`src/rtl/readout_sequencer_verifla_pkg.sv`:
```
// Shared constants and state encodings for the logic-analyser readout sequencer,
// so the RTL, the host-side decoder and the bench all agree on one definition.
package readout_sequencer_verifla_pkg;

  localparam int         LA_MEM_ADDRESS_BITS = 10;
  localparam int         ADDR_OCTETS         = 2;
  localparam logic [7:0] HDR_MAGIC           = 8'hA5;
  localparam logic [7:0] TRL_MAGIC           = 8'h5A;

  typedef enum logic [3:0] {
    ST_IDLE     = 4'd0,
    ST_HDR_SEND = 4'd1,
    ST_HDR_WAIT = 4'd2,
    ST_SC_START = 4'd3,
    ST_SC_RUN   = 4'd4,
    ST_TRL_SEND = 4'd5,
    ST_TRL_WAIT = 4'd6,
    ST_DONE     = 4'd7,
    ST_WAIT_CLR = 4'd8
  } state_t;

endpackage

```
`src/rtl/readout_sequencer_verifla.sv`:
```
// Readout controller: owns the shared UART, frames each capture with a header
// (magic + tail address) and a trailer, and lends the UART to the capture sender.
module readout_sequencer_verifla #(
  parameter int         LA_MEM_ADDRESS_BITS = readout_sequencer_verifla_pkg::LA_MEM_ADDRESS_BITS,
  parameter int         ADDR_OCTETS         = readout_sequencer_verifla_pkg::ADDR_OCTETS,
  parameter logic [7:0] HDR_MAGIC           = readout_sequencer_verifla_pkg::HDR_MAGIC,
  parameter logic [7:0] TRL_MAGIC           = readout_sequencer_verifla_pkg::TRL_MAGIC
) (
  input  logic                           clk,
  input  logic                           rst_l,
  input  logic                           baud_clk_posedge,
  input  logic                           capture_done,
  input  logic [LA_MEM_ADDRESS_BITS-1:0] tail_address,
  output logic                           sc_run,
  input  logic                           ack_sc_run,
  input  logic                           sc_done,
  input  logic                           sc_xmitH,
  input  logic [7:0]                     sc_xmit_dataH,
  output logic                           sc_xmit_doneH,
  output logic                           xmitH,
  output logic [7:0]                     xmit_dataH,
  input  logic                           xmit_doneH,
  output logic                           readout_done,
  output logic                           busy
);
  import readout_sequencer_verifla_pkg::*;

  localparam int                ADDR_W   = ADDR_OCTETS * 8;
  localparam int                CNT_W    = $clog2(ADDR_OCTETS + 2);
  localparam logic [CNT_W-1:0]  CNT_LAST = CNT_W'(ADDR_OCTETS);

  state_t             state;
  logic [ADDR_W-1:0]  addr_sr;
  logic [CNT_W-1:0]   octet_cnt;
  logic [CNT_W-1:0]   cnt_inc;

  assign cnt_inc = octet_cnt + 1'b1;

  // NOTE: state and datapath use non-blocking assignments so every register
  // samples the pre-edge values of its neighbours, independent of statement order.
  always_ff @(posedge clk or negedge rst_l) begin
    if (!rst_l) begin
      state     <= ST_IDLE;
      addr_sr   <= '0;
      octet_cnt <= '0;
    end else if (baud_clk_posedge) begin
      case (state)
        ST_IDLE: begin
          if (capture_done) begin
            addr_sr   <= ADDR_W'(tail_address);
            octet_cnt <= '0;
            state     <= ST_HDR_SEND;
          end
        end
        ST_HDR_SEND: state <= ST_HDR_WAIT;
        ST_HDR_WAIT: begin
          // Octet 0 is the magic, so the address only shifts after it has sent an address octet.
          if (xmit_doneH) begin
            if (octet_cnt != '0) addr_sr <= addr_sr >> 8;
            octet_cnt <= cnt_inc;
            state     <= (cnt_inc <= CNT_LAST) ? ST_HDR_SEND : ST_SC_START;
          end
        end
        ST_SC_START: if (ack_sc_run) state <= ST_SC_RUN;
        ST_SC_RUN:   if (sc_done) state <= ST_TRL_SEND;
        ST_TRL_SEND: state <= ST_TRL_WAIT;
        ST_TRL_WAIT: if (xmit_doneH) state <= ST_DONE;
        ST_DONE:     state <= ST_WAIT_CLR;
        ST_WAIT_CLR: if (!capture_done) state <= ST_IDLE;
        default:     state <= ST_IDLE;
      endcase
    end
  end

  // NOTE: every output gets a default before the case, so no path leaves one
  // unassigned and no latch is inferred; illegal encodings fall through to all-zero.
  always_comb begin
    sc_run        = 1'b0;
    sc_xmit_doneH = 1'b0;
    xmitH         = 1'b0;
    xmit_dataH    = 8'h00;
    readout_done  = 1'b0;
    busy          = 1'b1;
    case (state)
      ST_IDLE: busy = 1'b0;
      ST_HDR_SEND: begin
        xmitH      = 1'b1;
        xmit_dataH = (octet_cnt == '0) ? HDR_MAGIC : addr_sr[7:0];
      end
      ST_HDR_WAIT: ;
      ST_SC_START: sc_run = 1'b1;
      ST_SC_RUN: begin
        // The capture sender only reaches the UART while it holds the grant.
        xmitH         = sc_xmitH;
        xmit_dataH    = sc_xmit_dataH;
        sc_xmit_doneH = xmit_doneH;
      end
      ST_TRL_SEND: begin
        xmitH      = 1'b1;
        xmit_dataH = TRL_MAGIC;
      end
      ST_TRL_WAIT: ;
      ST_DONE:     readout_done = 1'b1;
      ST_WAIT_CLR: ;
      default:     busy = 1'b0;
    endcase
  end

endmodule
```
`config.mk`:
```
export PLATFORM = sky130hd
export DESIGN_NAME = readout_sequencer_verifla
export DESIGN_NICKNAME = d
export VERILOG_FILES = /design/src/rtl/readout_sequencer_verifla_pkg.sv /design/src/rtl/readout_sequencer_verifla.sv
export SDC_FILE = /design/constraint.sdc
export NUM_CORES = 1
export LEC_CHECK = 0
export BUFFER_PORTS_ARGS = -buffer_cell sky130_fd_sc_hd__clkbuf_2
export CAP_MARGIN = 20
export CORE_ASPECT_RATIO = 1.4
export CORE_UTILIZATION = 49
export DETAILED_ROUTE_END_ITERATION = 8
export GPL_TIMING_DRIVEN = 0
export PLACE_DENSITY = 0.78
export SETUP_SLACK_MARGIN = 0.2
export SLEW_MARGIN = 20
export SYNTH_ARGS = -nofsm -noshare
export SYNTH_HDL_FRONTEND = slang
export SYNTH_SLANG_ARGS = --single-unit
```
`constraint.sdc`:
```
create_clock -name clk -period 2 [get_ports clk]
set_clock_uncertainty 0.05 [all_clocks]
set_input_delay 0.2 -clock clk [delete_from_list [all_inputs] [get_ports clk]]
set_output_delay 0.2 -clock clk [all_outputs]
set_load 0.03 [all_outputs]
```
==> flow_metrics.env, run 1 <==
export IMPL_first_pass_iters=4
export IMPL_clk_path_buf_depth=2
export IMPL_p_leak_nw=0.808
export IMPL_cp_required_ns=1.75
export IMPL_synth_area_leaders="dfrtp_1, a22o_1, mux2_2, nor4b_4, nor2b_1"
export IMPL_power_per_cell_area_nw_per_um2=1610
export IMPL_rsz0062_at_grt="yes"
export IMPL_fp_row_count=20
export IMPL_seqPwrFrac_pct=21.3
export IMPL_ctsRootBufferMaster="clkbuf_4"
export IMPL_layout_drive_gt1_share_pct=54.3
export IMPL_finalNetCount=204
export IMPL_critical_path_startpoint_type="register"
export IMPL_yosysMostFrequentCell="dfrtp_1"
export IMPL_synth_commonest_cells="dfrtp_1, nand2_1, a22o_1"
export IMPL_die_h_um=58.8
export IMPL_place_hpwl_um=1990
export IMPL_vias=1148
export IMPL_peakVddDrop_mv=0.921
export IMPL_route_detailed_drc=0
export IMPL_clkLatencyLatePin_ns=0.31
export IMPL_status="finished, violations left"
export IMPL_synth_seq_cells=16
export IMPL_cts_htree_levels=1
export IMPL_wl_per_cell_um=16.8
export IMPL_area_delta_synth_final_pct=49.2
export IMPL_slowest_stage="or4b_4"
export IMPL_fin_crit_ns=2.03
export IMPL_ant_nets=0
export IMPL_yosysTopAreaCell="dfrtp_1"
export IMPL_finalCritPeriodShare_pct=101
export IMPL_relSlewSlack_pct=71.7
export IMPL_cp_slowest_stage_delay_ns=0.57
export IMPL_fin_area_um2=1690
export IMPL_maxCapViolCount=0
export IMPL_finalSetupViolations=2
export IMPL_timing_final_ws_setup_ns=-0.0289
export IMPL_p_comb_share_pct=70.2
export IMPL_synth_async_sr_flop_share_pct=100
export IMPL_r2r_slack_ns=0.31
export IMPL_vias_per_cell=5.83
export IMPL_crit_fanout=4
export IMPL_cp_buffers_inverters=2
export IMPL_synthCells=116
export IMPL_avgSynthCellArea_um2=9.75
export IMPL_grt_ovfl_total=0
export IMPL_first_iter_violations=46
export IMPL_track_usage_pct=27.8
export IMPL_synthesis_nets=144
export IMPL_synth_edf_count=0
export IMPL_cts_tree="done"
export IMPL_drv_slew=0
export IMPL_num_antenna_cells=0
export IMPL_path_clk_slew_ns=0.11
export IMPL_worst_pin_slew_ns=0.425
export IMPL_finalHoldViolCount=0
export IMPL_hold_slack_ns=0.0542
export IMPL_r2r_start="state[3]$_DFFE_PN0P_"
export IMPL_crit_path_start="state[3]$_DFFE_PN0P_"
export IMPL_internal_power_w=0.00151
export IMPL_coreArea_um2=2180
export IMPL_grt_pass1_wl_um=5220
export IMPL_pin_count=39
export IMPL_dieArea_um2=2510
export IMPL_worst_ep_arrival_time_ns=1.78
export IMPL_antenna_found_initial=0
export IMPL_min_from="tail_address[3]"
export IMPL_p_sw_w=0.00121
export IMPL_wirelength_um=3320
export IMPL_hold_path_class="primary input to register"
export IMPL_final_fill_count=140
export IMPL_start_util_pct=52.0
export IMPL_crit_family="simple AND/OR/NAND/NOR gates"
export IMPL_cts_buffers=3
export IMPL_critical_path_class="register to output pin"
export IMPL_gp_congestion=0.903
export IMPL_pwr_share_clk_pct=8.5
export IMPL_synth_top_area_share_pct=35.4
export IMPL_grt_max_degree=17
export IMPL_dp_slack_ns=0.108
export IMPL_mappedNetlistArea_um2=1130
export IMPL_cp_end_kind="output pin"
export IMPL_max_freq_ghz=0.493
export IMPL_port_buffer_count=38
export IMPL_cp_cell_sequence="buf_6 -> or4b_4 -> o21ai_1 -> buf_4"
export IMPL_synth_warnings=0
export IMPL_p_sw_share_pct=44.5
export IMPL_grt_pass1_vias=1073
export IMPL_ys_types=36
export IMPL_placed_area_um2=1350
export IMPL_die_x_um=42.6
export IMPL_synthFlopType="dfrtp_1"
export IMPL_ys_seq_area_share_pct=35.4
export IMPL_cts_sinks=16
export IMPL_final_util_pct=77.5
export IMPL_violations="negative setup slack"
==> cells in the final DEF, fill, tap and decap left out, types with 3 or more instances in the layout <==
cell type and instances:
clkbuf_2 25, buf_4 20, dfrtp_1 14, nand2_1 10, a22o_1 9, buf_6 8
nor2_1 6, nor2b_1 6, clkbuf_8 6, o21ai_1 5, mux2_2 5, nand2b_1 4
clkbuf_4 4, a21oi_2 3, o21ai_2 3
==> metrics by stage <==
stage | TNS, ns | std cells | power (W)
final | -0.0302 | 197 | 0.00272
after global routing | -0.218 | 197 | 0.00287
after CTS | 0 | 186 | 0.00245
after detailed placement | 0 | 176 | 0.00191
after global placement | 0 | 176 | 0.00186
after floorplan | 0 | 116 | 0.00159
==> worst paths after layout <==
path,endpoint,cells past startpoint
min in group asynchronous,state[0]$_DFFE_PN0P_,2
hold reg to reg,addr_sr[3]$_DFFE_PN0P_,1
max in group asynchronous,state[3]$_DFFE_PN0P_,2
setup / recovery,xmit_dataH[0],4
setup reg to reg,addr_sr[1]$_DFFE_PN0P_,4
hold / removal,addr_sr[3]$_DFFE_PN0P_,2
==> what timing repair did <==
item / CTS / global route
pin swaps: 6 / 9
gates cloned: 0 / 1
hold endpoints to repair: 16 / 0
resized for setup: 37 / 24
setup buffers: 5 / 10
hold buffers: 1 / 0
setup endpoints to repair: 15 / 15
==> cell type report <==
| class | instances | area (um2) | area share, % |
|---|---|---|---|
| multi-input cells | 89 | 733 | 43.4 |
| flip-flops and latches | 16 | 403 | 23.9 |
| well taps | 22 | 27.5 | 1.63 |
| inverters | 3 | 11.3 | 0.667 |
| plain buffers | 8 | 72.6 | 4.30 |
| repair buffers | 55 | 404 | 23.9 |
| clock buffers | 4 | 36.3 | 2.15 |
==> power groups by stage <==
stage                     clock network, W  logic [W]  registers, W
final                             0.000232    0.00191      0.000578
after global routing              0.000246    0.00203      0.000592
after CTS                         0.000228    0.00165      0.000572
after detailed placement                 0    0.00132      0.000590
after global placement                   0    0.00128      0.000578
after floorplan                          0    0.00104      0.000556
==> logic make-up after synthesis <==
family / count (synthesis) / share of synthesized area, %
mux: 6 / 5.86
flops: 16 / 35.4
compound gates: 34 / 21.6
buf+inv: 11 / 5.97
xor+xnor: 1 / 0.774
simple gates: 46 / 28.2
fa+ha+maj: 2 / 2.21
==> routing by layer <==
layer	vias to the layer above	GRT usage [%]	routed length, um	part of all wire (%)
met5	-	0	0	0
met4	0	14.3	68	2.1
met3	6	3.99	184	5.6
met2	53	45.5	1690	51
met1	542	35.5	1370	41
li1	547	-	-	-
==> state kept, by name (all words and copies together) (netlist names) <==
register	flops
addr_sr	10
state	4
octet_cnt	2
Power figures use the tool's default switching activity.
==> run 2: changes to the inputs <==
CORE_UTILIZATION = 40   (was 49)
PLACE_DENSITY = 0.66   (was 0.78)
==> run 2 against run 1 <==
The flow still finishes with violations (negative setup slack); largest power group unchanged; die area grew 22%; sequential cell count did not move; sequential power decreased by 2%; setup slack better by 0.025 ns.
==> flow_metrics.env, run 2 (same netlist as run 1, synthesis figures left out) <==
export IMPL_peakVddDrop_mv=0.905
export IMPL_die_h_um=64.9
export IMPL_top_register="addr_sr"
export IMPL_p_sw_w=0.00122
export IMPL_p_leak_nw=0.834
export IMPL_largest_reg_flops=10
export IMPL_internal_power_w=0.00162
export IMPL_grt_max_degree=17
export IMPL_cp_slowest_stage_delay_ns=0.56
export IMPL_layout_drive_gt1_share_pct=56.3
export IMPL_critical_path_class="register to output pin"
export IMPL_die_x_um=46.9
export IMPL_wirelength_um=3260
export IMPL_violations="negative setup slack"
export IMPL_reg_largest_list="addr_sr: 10 flops, state: 4 flops, octet_cnt: 2 flops"
export IMPL_cp_required_ns=1.75
export IMPL_ctsRootBufferMaster="clkbuf_4"
export IMPL_status="finished, violations left"
export IMPL_worst_pin_slew_ns=0.405
export IMPL_rsz0062_at_grt="yes"
export IMPL_area_delta_synth_final_pct=56.1
export IMPL_worst_ep_arrival_time_ns=1.75
export IMPL_p_sw_share_pct=43.0
export IMPL_clk_path_buf_depth=2
export IMPL_maxCapViolCount=0
export IMPL_fp_row_count=22
export IMPL_hold_slack_ns=0.0693
export IMPL_grt_pass1_vias=1133
export IMPL_port_buffer_count=38
export IMPL_finalCritPeriodShare_pct=100
export IMPL_gp_congestion=0.881
export IMPL_first_pass_iters=4
export IMPL_finalNetCount=205
export IMPL_critical_path_startpoint_type="register"
export IMPL_cp_end_kind="output pin"
export IMPL_vias_per_cell=5.30
export IMPL_finalSetupTns_ns=-0.00364
export IMPL_grt_ovfl_total=0
export IMPL_fin_crit_ns=2.00
export IMPL_path_clk_slew_ns=0.10
export IMPL_finalSetupViolations=1
export IMPL_track_usage_pct=22.4
export IMPL_crit_fanout=6
export IMPL_p_comb_share_pct=72.3
export IMPL_dieArea_um2=3050
export IMPL_cts_buffers=3
export IMPL_layout_common_cells="clkbuf_2, buf_4, dfrtp_1"
export IMPL_power_per_cell_area_nw_per_um2=1610
export IMPL_grt_pass1_wl_um=5080
export IMPL_cp_cell_sequence="buf_6 -> or4b_4 -> o21ai_2 -> clkbuf_8"
export IMPL_relSlewSlack_pct=73.0
export IMPL_pwr_share_clk_pct=7.8
export IMPL_seqPwrFrac_pct=19.9
export IMPL_slowest_stage="or4b_4"
export IMPL_antenna_found_initial=0
export IMPL_clkLatencyLatePin_ns=0.29
export IMPL_cts_sinks=16
export IMPL_first_iter_violations=26
export IMPL_hold_path_class="primary input to register"
export IMPL_route_detailed_drc=0
export IMPL_finalHoldViolCount=0
export IMPL_timing_final_ws_setup_ns=-0.00364
export IMPL_start_util_pct=42.8
export IMPL_cts_htree_levels=1
export IMPL_coreArea_um2=2640
export IMPL_final_common_cell="clkbuf_2"
export IMPL_place_hpwl_um=1960
export IMPL_wl_per_cell_um=15.4
export IMPL_pin_count=39
export IMPL_drv_slew=0
export IMPL_cts_tree="done"
export IMPL_vias=1124
export IMPL_max_freq_ghz=0.499
export IMPL_ant_nets=0
export IMPL_num_antenna_cells=0
## run 2: changes by cell type in the layout (fill, tap and decap cells not counted), sizes merged
cell,previous run,this run
clkbuf,35,38
buf,31,29
## run 2: power groups by stage
| stage | Clock, W | Sequential, W | Combinational [W] |
|---|---|---|---|
| after floorplan | 0 | 0.000556 | 0.00104 |
| after global placement | 0 | 0.000576 | 0.00130 |
| after detailed placement | 0 | 0.000582 | 0.00133 |
| after CTS | 0.000222 | 0.000560 | 0.00171 |
| after global routing | 0.000238 | 0.000586 | 0.00220 |
| final | 0.000221 | 0.000565 | 0.00206 |
## run 2: metrics by stage
| step | power [W] | worst slack (ns) | util (%) | cells | cell area [um2] |
|---|---|---|---|---|---|
| final | 0.00284 | -0.00364 | 66.8 | 212 | 1770 |
| after global routing | 0.00302 | -0.0382 | 66.8 | 212 | 1770 |
| after CTS | 0.00249 | -0.00229 | 60.7 | 201 | 1610 |
| after detailed placement | 0.00191 | 0.0818 | 51.7 | 190 | 1370 |
| after global placement | 0.00187 | 0.114 | 51.7 | 190 | 1370 |
| after floorplan | 0.00159 | 0.143 | - | 116 | 1130 |
## run 2: cell type report
cell class,instances,area (um2)
Timing Repair Buffer,56,453
Inverter,3,11.3
Multi-Input combinational cell,89,741
Sequential cell,16,403
Tap cell,36,45.0
Fill cell,214,877
Clock buffer,4,36.3
Buffer,8,76.3
## run 2: critical path, delay by kind of cell (launching register included)
kind | cells | cell delay [ns]
compound gates | 1 | 0.19
buf+inv | 2 | 0.32
flops | 1 | 0.39
simple gates | 1 | 0.56
## run 2: worst paths after layout
check                      slack [ns]                startpoint  cells after the start                      to
max reg2reg                      0.26  octet_cnt[0]$_DFFE_PN0P_                      5  addr_sr[0]$_DFFE_PN0P_
min                              0.07           tail_address[9]                      2  addr_sr[9]$_DFFE_PN0P_
max in group asynchronous        1.27                     rst_l                      2    state[2]$_DFFE_PN0P_
max                            -0.004      state[1]$_DFFE_PN0P_                      4           xmit_dataH[2]
min in group asynchronous        0.32                     rst_l                      2    state[1]$_DFFE_PN0P_
min reg2reg                      0.45    addr_sr[1]$_DFFE_PN0P_                      1  addr_sr[1]$_DFFE_PN0P_
## run 2: metal layers
layer	track usage, %	wire [um]	vias up
met5	0	0	-
met4	6.43	56	0
met3	2.23	129	6
met2	37.2	1720	38
met1	29.8	1350	541
li1	-	-	539
## run 2: timing repair
action	CTS	global route
setup buffers	6	11
setup endpoints to repair	15	15
hold buffers	1	0
pin swaps	8	7
resized for setup	41	27
hold endpoints to repair	16	0
cloned	0	0
